===== config.mk =====
export PLATFORM = sky130hd
export DESIGN_NAME = mem_arbiter_flat
export DESIGN_NICKNAME = d
export VERILOG_FILES = /design/src/rtl/mem_arbiter_if.sv /design/src/rtl/mem_arbiter.sv /design/src/flat_wrapper.sv
export SDC_FILE = /design/constraint.sdc
export NUM_CORES = 1
export LEC_CHECK = 0
export ABC_AREA = 1
export CORE_AREA = 2 2 118 120
export CTS_BUF_LIST = sky130_fd_sc_hd__clkbuf_16
export CTS_CLUSTER_SIZE = 40
export DETAILED_ROUTE_END_ITERATION = 8
export DIE_AREA = 0 0 120 122
export HOLD_SLACK_MARGIN = 0.06
export SYNTH_ARGS = -nofsm -noshare
export SYNTH_HDL_FRONTEND = slang
export SYNTH_SLANG_ARGS = --single-unit

===== constraint.sdc =====
create_clock -name CLK -period 1.1 [get_ports CLK]
set_input_delay 0.11 -clock CLK [delete_from_list [all_inputs] [get_ports CLK]]
set_output_delay 0.11 -clock CLK [all_outputs]
set_load 0.05 [all_outputs]

===== src/rtl/mem_arbiter_if.sv =====
// rtl/mem_arbiter_if.sv - requester, memory and grant signals of the two-port memory arbiter
interface mem_arbiter_if;
    logic        M0_SEND_ADDR_VALID;
    logic [31:0] M0_SEND_ADDR;
    logic        M0_SEND_DATA_VALID;
    logic [31:0] M0_SEND_DATA;
    logic        M0_SEND_READY;
    logic        M0_RECEIVE_VALID;
    logic [31:0] M0_RECEIVE_DATA;
    logic        M0_RECEIVE_READY;

    logic        M1_SEND_ADDR_VALID;
    logic [31:0] M1_SEND_ADDR;
    logic        M1_SEND_DATA_VALID;
    logic [31:0] M1_SEND_DATA;
    logic        M1_SEND_READY;
    logic        M1_RECEIVE_VALID;
    logic [31:0] M1_RECEIVE_DATA;
    logic        M1_RECEIVE_READY;

    logic        MEM_SEND_ADDR_VALID;
    logic [31:0] MEM_SEND_ADDR;
    logic        MEM_SEND_DATA_VALID;
    logic [31:0] MEM_SEND_DATA;
    logic        MEM_SEND_READY;
    logic        MEM_RECEIVE_VALID;
    logic [31:0] MEM_RECEIVE_DATA;
    logic        MEM_RECEIVE_READY;

    logic [1:0]  GRANT;

    // Arbiter side.
    modport slave (
        input  M0_SEND_ADDR_VALID, M0_SEND_ADDR, M0_SEND_DATA_VALID, M0_SEND_DATA, M0_RECEIVE_READY,
        output M0_SEND_READY, M0_RECEIVE_VALID, M0_RECEIVE_DATA,
        input  M1_SEND_ADDR_VALID, M1_SEND_ADDR, M1_SEND_DATA_VALID, M1_SEND_DATA, M1_RECEIVE_READY,
        output M1_SEND_READY, M1_RECEIVE_VALID, M1_RECEIVE_DATA,
        output MEM_SEND_ADDR_VALID, MEM_SEND_ADDR, MEM_SEND_DATA_VALID, MEM_SEND_DATA, MEM_RECEIVE_READY,
        input  MEM_SEND_READY, MEM_RECEIVE_VALID, MEM_RECEIVE_DATA,
        output GRANT
    );

    // Requester/memory environment side.
    modport master (
        output M0_SEND_ADDR_VALID, M0_SEND_ADDR, M0_SEND_DATA_VALID, M0_SEND_DATA, M0_RECEIVE_READY,
        input  M0_SEND_READY, M0_RECEIVE_VALID, M0_RECEIVE_DATA,
        output M1_SEND_ADDR_VALID, M1_SEND_ADDR, M1_SEND_DATA_VALID, M1_SEND_DATA, M1_RECEIVE_READY,
        input  M1_SEND_READY, M1_RECEIVE_VALID, M1_RECEIVE_DATA,
        input  MEM_SEND_ADDR_VALID, MEM_SEND_ADDR, MEM_SEND_DATA_VALID, MEM_SEND_DATA, MEM_RECEIVE_READY,
        output MEM_SEND_READY, MEM_RECEIVE_VALID, MEM_RECEIVE_DATA,
        input  GRANT
    );
endinterface


===== src/rtl/mem_arbiter.sv =====
// rtl/mem_arbiter.sv - two-requester round-robin arbiter for a single memory port
module mem_arbiter #(
    parameter int FIRST_GRANT = 0
) (
    input  logic         CLK,
    input  logic         RST,
    mem_arbiter_if.slave bus
);
    typedef enum logic [1:0] {
        S_IDLE = 2'b00,
        S_ADDR = 2'b01,
        S_RESP = 2'b10
    } state_t;

    // last_grant holds the index of the previous winner; the other side wins a tie.
    localparam logic LAST_INIT = (FIRST_GRANT == 0) ? 1'b1 : 1'b0;

    state_t     r_state;
    logic [1:0] r_grant;
    logic       r_last;

    logic w_any_req;
    logic w_win;
    logic w_addr_hs;
    logic w_resp_hs;

    assign w_any_req = bus.M0_SEND_ADDR_VALID || bus.M1_SEND_ADDR_VALID;
    assign w_addr_hs = bus.MEM_SEND_ADDR_VALID && bus.MEM_SEND_READY;
    assign w_resp_hs = bus.MEM_RECEIVE_VALID && bus.MEM_RECEIVE_READY;
    assign bus.GRANT = r_grant;

    always_comb begin
        w_win = 1'b0;
        if (bus.M0_SEND_ADDR_VALID && bus.M1_SEND_ADDR_VALID) begin
            w_win = ~r_last;
        end else if (bus.M1_SEND_ADDR_VALID) begin
            w_win = 1'b1;
        end
    end

    always_ff @(posedge CLK) begin
        if (RST) begin
            r_state <= S_IDLE;
            r_grant <= 2'b00;
            r_last  <= LAST_INIT;
        end else begin
            case (r_state)
                S_IDLE: begin
                    if (w_any_req) begin
                        r_grant <= w_win ? 2'b10 : 2'b01;
                        r_state <= S_ADDR;
                    end
                end
                S_ADDR: begin
                    if (w_addr_hs) begin
                        r_state <= S_RESP;
                    end
                end
                S_RESP: begin
                    if (w_resp_hs) begin
                        r_last  <= r_grant[1];
                        r_grant <= 2'b00;
                        r_state <= S_IDLE;
                    end
                end
                default: begin
                    r_grant <= 2'b00;
                    r_state <= S_IDLE;
                end
            endcase
        end
    end

    // Steering decodes the one-hot grant so a non-granted side never sees a ready or valid.
    always_comb begin
        bus.MEM_SEND_ADDR_VALID = 1'b0;
        bus.MEM_SEND_ADDR       = 32'b0;
        bus.MEM_SEND_DATA_VALID = 1'b0;
        bus.MEM_SEND_DATA       = 32'b0;
        bus.MEM_RECEIVE_READY   = 1'b0;
        bus.M0_SEND_READY       = 1'b0;
        bus.M0_RECEIVE_VALID    = 1'b0;
        bus.M0_RECEIVE_DATA     = 32'b0;
        bus.M1_SEND_READY       = 1'b0;
        bus.M1_RECEIVE_VALID    = 1'b0;
        bus.M1_RECEIVE_DATA     = 32'b0;
        if (r_state == S_ADDR) begin
            if (r_grant == 2'b01) begin
                bus.MEM_SEND_ADDR_VALID = bus.M0_SEND_ADDR_VALID;
                bus.MEM_SEND_ADDR       = bus.M0_SEND_ADDR;
                bus.MEM_SEND_DATA_VALID = bus.M0_SEND_DATA_VALID;
                bus.MEM_SEND_DATA       = bus.M0_SEND_DATA;
                bus.M0_SEND_READY       = bus.MEM_SEND_READY;
            end else if (r_grant == 2'b10) begin
                bus.MEM_SEND_ADDR_VALID = bus.M1_SEND_ADDR_VALID;
                bus.MEM_SEND_ADDR       = bus.M1_SEND_ADDR;
                bus.MEM_SEND_DATA_VALID = bus.M1_SEND_DATA_VALID;
                bus.MEM_SEND_DATA       = bus.M1_SEND_DATA;
                bus.M1_SEND_READY       = bus.MEM_SEND_READY;
            end
        end
        if (r_state == S_RESP) begin
            if (r_grant == 2'b01) begin
                bus.M0_RECEIVE_VALID  = bus.MEM_RECEIVE_VALID;
                bus.M0_RECEIVE_DATA   = bus.MEM_RECEIVE_DATA;
                bus.MEM_RECEIVE_READY = bus.M0_RECEIVE_READY;
            end else if (r_grant == 2'b10) begin
                bus.M1_RECEIVE_VALID  = bus.MEM_RECEIVE_VALID;
                bus.M1_RECEIVE_DATA   = bus.MEM_RECEIVE_DATA;
                bus.MEM_RECEIVE_READY = bus.M1_RECEIVE_READY;
            end
        end
    end
endmodule


===== src/flat_wrapper.sv =====
// flat-port wrapper written by rule: the top's interface ports become plain ports
module mem_arbiter_flat 
#(
    parameter int FIRST_GRANT = 0
)
  (CLK, RST, bus_M0_SEND_ADDR_VALID, bus_M0_SEND_ADDR, bus_M0_SEND_DATA_VALID, bus_M0_SEND_DATA, bus_M0_RECEIVE_READY, bus_M0_SEND_READY, bus_M0_RECEIVE_VALID, bus_M0_RECEIVE_DATA, bus_M1_SEND_ADDR_VALID, bus_M1_SEND_ADDR, bus_M1_SEND_DATA_VALID, bus_M1_SEND_DATA, bus_M1_RECEIVE_READY, bus_M1_SEND_READY, bus_M1_RECEIVE_VALID, bus_M1_RECEIVE_DATA, bus_MEM_SEND_ADDR_VALID, bus_MEM_SEND_ADDR, bus_MEM_SEND_DATA_VALID, bus_MEM_SEND_DATA, bus_MEM_RECEIVE_READY, bus_MEM_SEND_READY, bus_MEM_RECEIVE_VALID, bus_MEM_RECEIVE_DATA, bus_GRANT);
  mem_arbiter_if bus_i ();
  input  logic CLK;
  input  logic RST;
  input wire logic [$bits(bus_i.M0_SEND_ADDR_VALID)-1:0] bus_M0_SEND_ADDR_VALID;
  input wire logic [$bits(bus_i.M0_SEND_ADDR)-1:0] bus_M0_SEND_ADDR;
  input wire logic [$bits(bus_i.M0_SEND_DATA_VALID)-1:0] bus_M0_SEND_DATA_VALID;
  input wire logic [$bits(bus_i.M0_SEND_DATA)-1:0] bus_M0_SEND_DATA;
  input wire logic [$bits(bus_i.M0_RECEIVE_READY)-1:0] bus_M0_RECEIVE_READY;
  output wire logic [$bits(bus_i.M0_SEND_READY)-1:0] bus_M0_SEND_READY;
  output wire logic [$bits(bus_i.M0_RECEIVE_VALID)-1:0] bus_M0_RECEIVE_VALID;
  output wire logic [$bits(bus_i.M0_RECEIVE_DATA)-1:0] bus_M0_RECEIVE_DATA;
  input wire logic [$bits(bus_i.M1_SEND_ADDR_VALID)-1:0] bus_M1_SEND_ADDR_VALID;
  input wire logic [$bits(bus_i.M1_SEND_ADDR)-1:0] bus_M1_SEND_ADDR;
  input wire logic [$bits(bus_i.M1_SEND_DATA_VALID)-1:0] bus_M1_SEND_DATA_VALID;
  input wire logic [$bits(bus_i.M1_SEND_DATA)-1:0] bus_M1_SEND_DATA;
  input wire logic [$bits(bus_i.M1_RECEIVE_READY)-1:0] bus_M1_RECEIVE_READY;
  output wire logic [$bits(bus_i.M1_SEND_READY)-1:0] bus_M1_SEND_READY;
  output wire logic [$bits(bus_i.M1_RECEIVE_VALID)-1:0] bus_M1_RECEIVE_VALID;
  output wire logic [$bits(bus_i.M1_RECEIVE_DATA)-1:0] bus_M1_RECEIVE_DATA;
  output wire logic [$bits(bus_i.MEM_SEND_ADDR_VALID)-1:0] bus_MEM_SEND_ADDR_VALID;
  output wire logic [$bits(bus_i.MEM_SEND_ADDR)-1:0] bus_MEM_SEND_ADDR;
  output wire logic [$bits(bus_i.MEM_SEND_DATA_VALID)-1:0] bus_MEM_SEND_DATA_VALID;
  output wire logic [$bits(bus_i.MEM_SEND_DATA)-1:0] bus_MEM_SEND_DATA;
  output wire logic [$bits(bus_i.MEM_RECEIVE_READY)-1:0] bus_MEM_RECEIVE_READY;
  input wire logic [$bits(bus_i.MEM_SEND_READY)-1:0] bus_MEM_SEND_READY;
  input wire logic [$bits(bus_i.MEM_RECEIVE_VALID)-1:0] bus_MEM_RECEIVE_VALID;
  input wire logic [$bits(bus_i.MEM_RECEIVE_DATA)-1:0] bus_MEM_RECEIVE_DATA;
  output wire logic [$bits(bus_i.GRANT)-1:0] bus_GRANT;
  assign bus_i.M0_SEND_ADDR_VALID = bus_M0_SEND_ADDR_VALID;
  assign bus_i.M0_SEND_ADDR = bus_M0_SEND_ADDR;
  assign bus_i.M0_SEND_DATA_VALID = bus_M0_SEND_DATA_VALID;
  assign bus_i.M0_SEND_DATA = bus_M0_SEND_DATA;
  assign bus_i.M0_RECEIVE_READY = bus_M0_RECEIVE_READY;
  assign bus_M0_SEND_READY = bus_i.M0_SEND_READY;
  assign bus_M0_RECEIVE_VALID = bus_i.M0_RECEIVE_VALID;
  assign bus_M0_RECEIVE_DATA = bus_i.M0_RECEIVE_DATA;
  assign bus_i.M1_SEND_ADDR_VALID = bus_M1_SEND_ADDR_VALID;
  assign bus_i.M1_SEND_ADDR = bus_M1_SEND_ADDR;
  assign bus_i.M1_SEND_DATA_VALID = bus_M1_SEND_DATA_VALID;
  assign bus_i.M1_SEND_DATA = bus_M1_SEND_DATA;
  assign bus_i.M1_RECEIVE_READY = bus_M1_RECEIVE_READY;
  assign bus_M1_SEND_READY = bus_i.M1_SEND_READY;
  assign bus_M1_RECEIVE_VALID = bus_i.M1_RECEIVE_VALID;
  assign bus_M1_RECEIVE_DATA = bus_i.M1_RECEIVE_DATA;
  assign bus_MEM_SEND_ADDR_VALID = bus_i.MEM_SEND_ADDR_VALID;
  assign bus_MEM_SEND_ADDR = bus_i.MEM_SEND_ADDR;
  assign bus_MEM_SEND_DATA_VALID = bus_i.MEM_SEND_DATA_VALID;
  assign bus_MEM_SEND_DATA = bus_i.MEM_SEND_DATA;
  assign bus_MEM_RECEIVE_READY = bus_i.MEM_RECEIVE_READY;
  assign bus_i.MEM_SEND_READY = bus_MEM_SEND_READY;
  assign bus_i.MEM_RECEIVE_VALID = bus_MEM_RECEIVE_VALID;
  assign bus_i.MEM_RECEIVE_DATA = bus_MEM_RECEIVE_DATA;
  assign bus_GRANT = bus_i.GRANT;
  mem_arbiter #(.FIRST_GRANT(FIRST_GRANT)) u_core (.CLK(CLK), .RST(RST), .bus(bus_i));
endmodule

After elaboration in Yosys (flattened, before gate mapping)
Cells that the tools add are included.

word-level totals
  register bits after elaboration = 5
  input bits = 170

operators by class
  eq/ne operators = 7
  muxes and demuxes = 39
  bitwise logic cells = 2
  reduce and logical (&&, ||, !) cells = 8

operator list
  cell                count
  $mux 32             11
  $mux 1              21
  $pmux 2 s3          2
  $mux 2              5
  $ne 2x1->1 const B  3
  $reduce_and 3->1    2
  $eq 2x1->1 const B  2
  $eq 2x2->1 const B  2
  $logic_and 1x1->1   3
  $logic_not 2->1     1
  $not 1->1           2
  $reduce_and 2->1    1
  $logic_or 1x1->1    1

Longest topological paths before layout
  word-level depth = 7
  mapped depth = 9
  gate-level depth less buffers = 8

Worst setup path before layout
Ideal clock, no wire load.

  path type = register to output
  start point = register u_core.r_grant[1], in the netlist u_core.bus.GRANT[1]
  end point = output port bus_M1_RECEIVE_DATA[10]
  arrival = 2.284 ns
  data required time = 0.990 ns
  setup slack = -1.294 ns
  stages on the path, launching flop included = 6
  cell sequence = dfxtp_1 inv_2 nor2_8 inv_2 clkbuf_1 nor3_1

on the way
  word-level cells in the longest chain between the ends = 4
  elaborated cells on any way between the ends = 5
  those cells by class = eq/ne (2); mux (3)

RTL lines
  what                      line                RTL
  start: declaration        mem_arbiter.sv:19   logic [1:0] r_grant;
  start signal: assignment  mem_arbiter.sv:50   r_grant <= w_win ? 2'b10 : 2'b01;
  $eq 2x2->1                mem_arbiter.sv:107  end else if (r_grant == 2'b10) begin
  $mux 32                   mem_arbiter.sv:107
  $mux 32 (*)               mem_arbiter.sv:103  if (r_grant == 2'b01) begin
  $mux 32 (*)               mem_arbiter.sv:102  if (r_state == S_RESP) begin
  end: declaration          flat_wrapper.sv:25  output wire logic [$bits(bus_i.M1_RECEIVE_DATA)-1:0] bus_M1_RECEIVE_DATA;

Every way passes the cells marked *; elsewhere a longest branch is shown, timed or not.

Worst setup path in the final report
  start point = register u_core.r_grant[1], in the netlist u_core.bus.GRANT[1]
  end point = output port bus_M1_RECEIVE_DATA[19]

Same word-level chain as after synthesis.

==> results.toml <==
[status]
status = "finished with violations"
failed_checks = "setup timing"

[clock_tree]
clk_path_buf_depth = 2
cts-root-buf = "clkbuf_16"
h-tree-depth = 1
cts_buffers = 3
path_clk_slew_ns = 0.03
cts_tree = "done"
cts_sinks = 5
clock_latency_ns = 0.23

[sta]
skew_ns = 0.00249
hold_viol_final = 0
holdWs_ns = 0.502
fmax_mhz = 617
relSlewSlack_pct = 83.9
rsz0062_at_grt = "true"
fin_crit_sh_pct = 147
setup_ws_ns = -0.521
setup_violations = 141
tightestPinTransition_ns = 0.242
fin_setup_tns_ns = -62.16
fin_crit_ns = 1.62
drv_slew = 0

[layout]
final_common_cell = "clkdlybuf4s50_1"
final_cell_mix = "169 x clkdlybuf4s50_1, 154 x buf_12, 70 x nand3_1"
multi_input_area_um2 = 3140
layout-drive-gt1-share_pct = 54.1
fillers = 967
seq_area_um2 = 113
area_delta_synth_final_pct = 375
fin_area_um2 = 9170
diodes = 0
nets = 892

[min_path]
whs_path_depth = 2
hp-start = "RST"
worstHoldEndpoint = "u_core.r_state[0]"
holdCritPathClass = "in2reg"

[worst_setup_path]
crit_buf_inv = 5
crit_top_cell = "buf_12"
cp_max_fo = 14
r2r-end = "u_core.r_state[0]"
required_ns = 0.99
path_cells = "inv_6, nor2_8, buf_12, inv_12, buf_12, nor3_4, buf_12"
slowest_stage = "dfxtp_4"
critPathTopFamily = "buffers and inverters"
r2r_cells = 9
critPathMaxStageDelay_ns = 0.36
critical_path_arrival_ns = 1.51
crit_type = "reg2out"
critPathLaunchType = "flop"
worst_setup_path_end_kind = "output pin"
reg2reg_setup_slack_ns = -0.20
rr_startpoint = "u_core.bus.GRANT[1]"

[yosys]
netlist_area_um2 = 1930
ys_warn_count = 0
ys_seq_elements = 5
avgSynthCellArea_um2 = 4.99
seq_area_frac_synth_pct = 5.19
synth.net_count = 557
netlist.area_leader.share_pct = 18.9
synth_area_leaders = "nand3_1 19%, a21oi_1 18%, nor3_1 17%"
synth_cell_type_count = 20
synth_area_leader_cell = "nand3_1"
synthCells = 387

[detailed_routing]
drt_iter0_markers = 179
dr_wl_met2_um = 8760
dr.pass1.iters = 4
dr.max_layer_used = "met4"
wire_per_inst_um = 17.9
met3_length_um = 1390
finalWirelength_um = 16100
drc = 0
via_per_inst = 4.61
vias = 4156
wl_met1_um = 5670
detail-route-antenna-nets = 0

[grt]
antenna_found_initial = 0
grt_pass1_wl_um = 24700
grt_pass1_vias = 4493
gr-total-overflow = 0
track_usage_pct = 21.3
grt_max_degree = 52

[placed_design]
port-buffer-count = 306
post-place-ws_ns = -0.318
dpl_cell_area_um2 = 8550
dp_hpwl_um = 12700
gp_congestion = 0.790

[power_and_ir_drop]
vdd_drop_max_uv = 347
finalPower_w = 0.00414
p_leak_nw = 3.53
powerDensity_nw_per_um2 = 452

[run]
timing.max_cap.violations = 0

[floorplan]
start_util_pct = 14.3
die-area_um2 = 14600
core_um2 = 13500
die_y_um = 122
rows = 43
ios = 307
die_w_um = 120
## flip-flops by register name, summed over array words and instances (netlist names)
name	count
u_core.r_last	1
u_core.r_state	2
u_core.bus.GRANT	2
## area by class of cell
class,count,share of cell area [%]
clock buffer,3,0.819
clock inverter,1,0.0409
inverter,45,2.11
multi-input combinational,297,34.2
sequential,5,1.23
tap,180,2.46
timing repair buffer,370,59.1
## synthesized netlist by cell type
library cell / count
a211oi_1: 1
a21oi_1: 69
buf_1: 2
buf_2: 17
buf_4: 6
buf_6: 7
clkbuf_1: 10
dfxtp_1: 5
inv_1: 42
inv_2: 3
nand2_1: 73
nand2_2: 1
nand3_1: 73
nor2_1: 7
nor2_2: 1
nor2_8: 1
nor3_1: 66
o2111ai_1: 1
o211ai_1: 1
o21ai_2: 1
## routing by layer
layer	up-vias	track usage, %
li1	1982	-
met1	1963	23.8
met2	197	40.1
met3	14	5.71
met4	0	4.71
met5	-	0
## how the worst max path moves through the flow
stage	startpoint	to	slack [ns]	cells after the start
global placement	u_core.bus.GRANT[1]	bus_MEM_SEND_ADDR_VALID	-0.30	8
global route	u_core.bus.GRANT[1]	bus_M1_RECEIVE_DATA[11]	-0.57	7
finish	u_core.bus.GRANT[1]	bus_M1_RECEIVE_DATA[19]	-0.52	7
detailed placement	u_core.bus.GRANT[1]	bus_MEM_SEND_ADDR[16]	-0.32	6
floorplan	u_core.bus.GRANT[1]	bus_M1_RECEIVE_DATA[10]	-0.42	5
CTS	u_core.bus.GRANT[1]	bus_M1_RECEIVE_DATA[26]	-0.54	7
## cells by family (layout without fill, tap and decap cells)
family          Yosys count  after routing  synth area share (%)
simple gates            222            224                  53.3
flops                     5              5                  5.19
compound gates           73             73                  19.6
buf+inv                  87            419                  21.9
## through the flow
stage	util (%)	instances
floorplan	-	387
global placement	63.3	878
detailed placement	63.3	878
CTS	67.7	900
global route	67.9	901
finish	67.9	901
## repair_timing
item | in CTS | in global routing
cloned | 11 | 1
setup endpoints to repair | 141 | 141
resized for setup | 42 | 13
hold buffers | 0 | 0
setup buffers | 7 | 3
pin swaps | 26 | 18
## power by group
group	internal [W]	switching, W
clock	0.000472	0.000129
combinational	0.00159	0.00173
sequential	0.000192	0.0000238
Power figures use the tool's default switching activity.
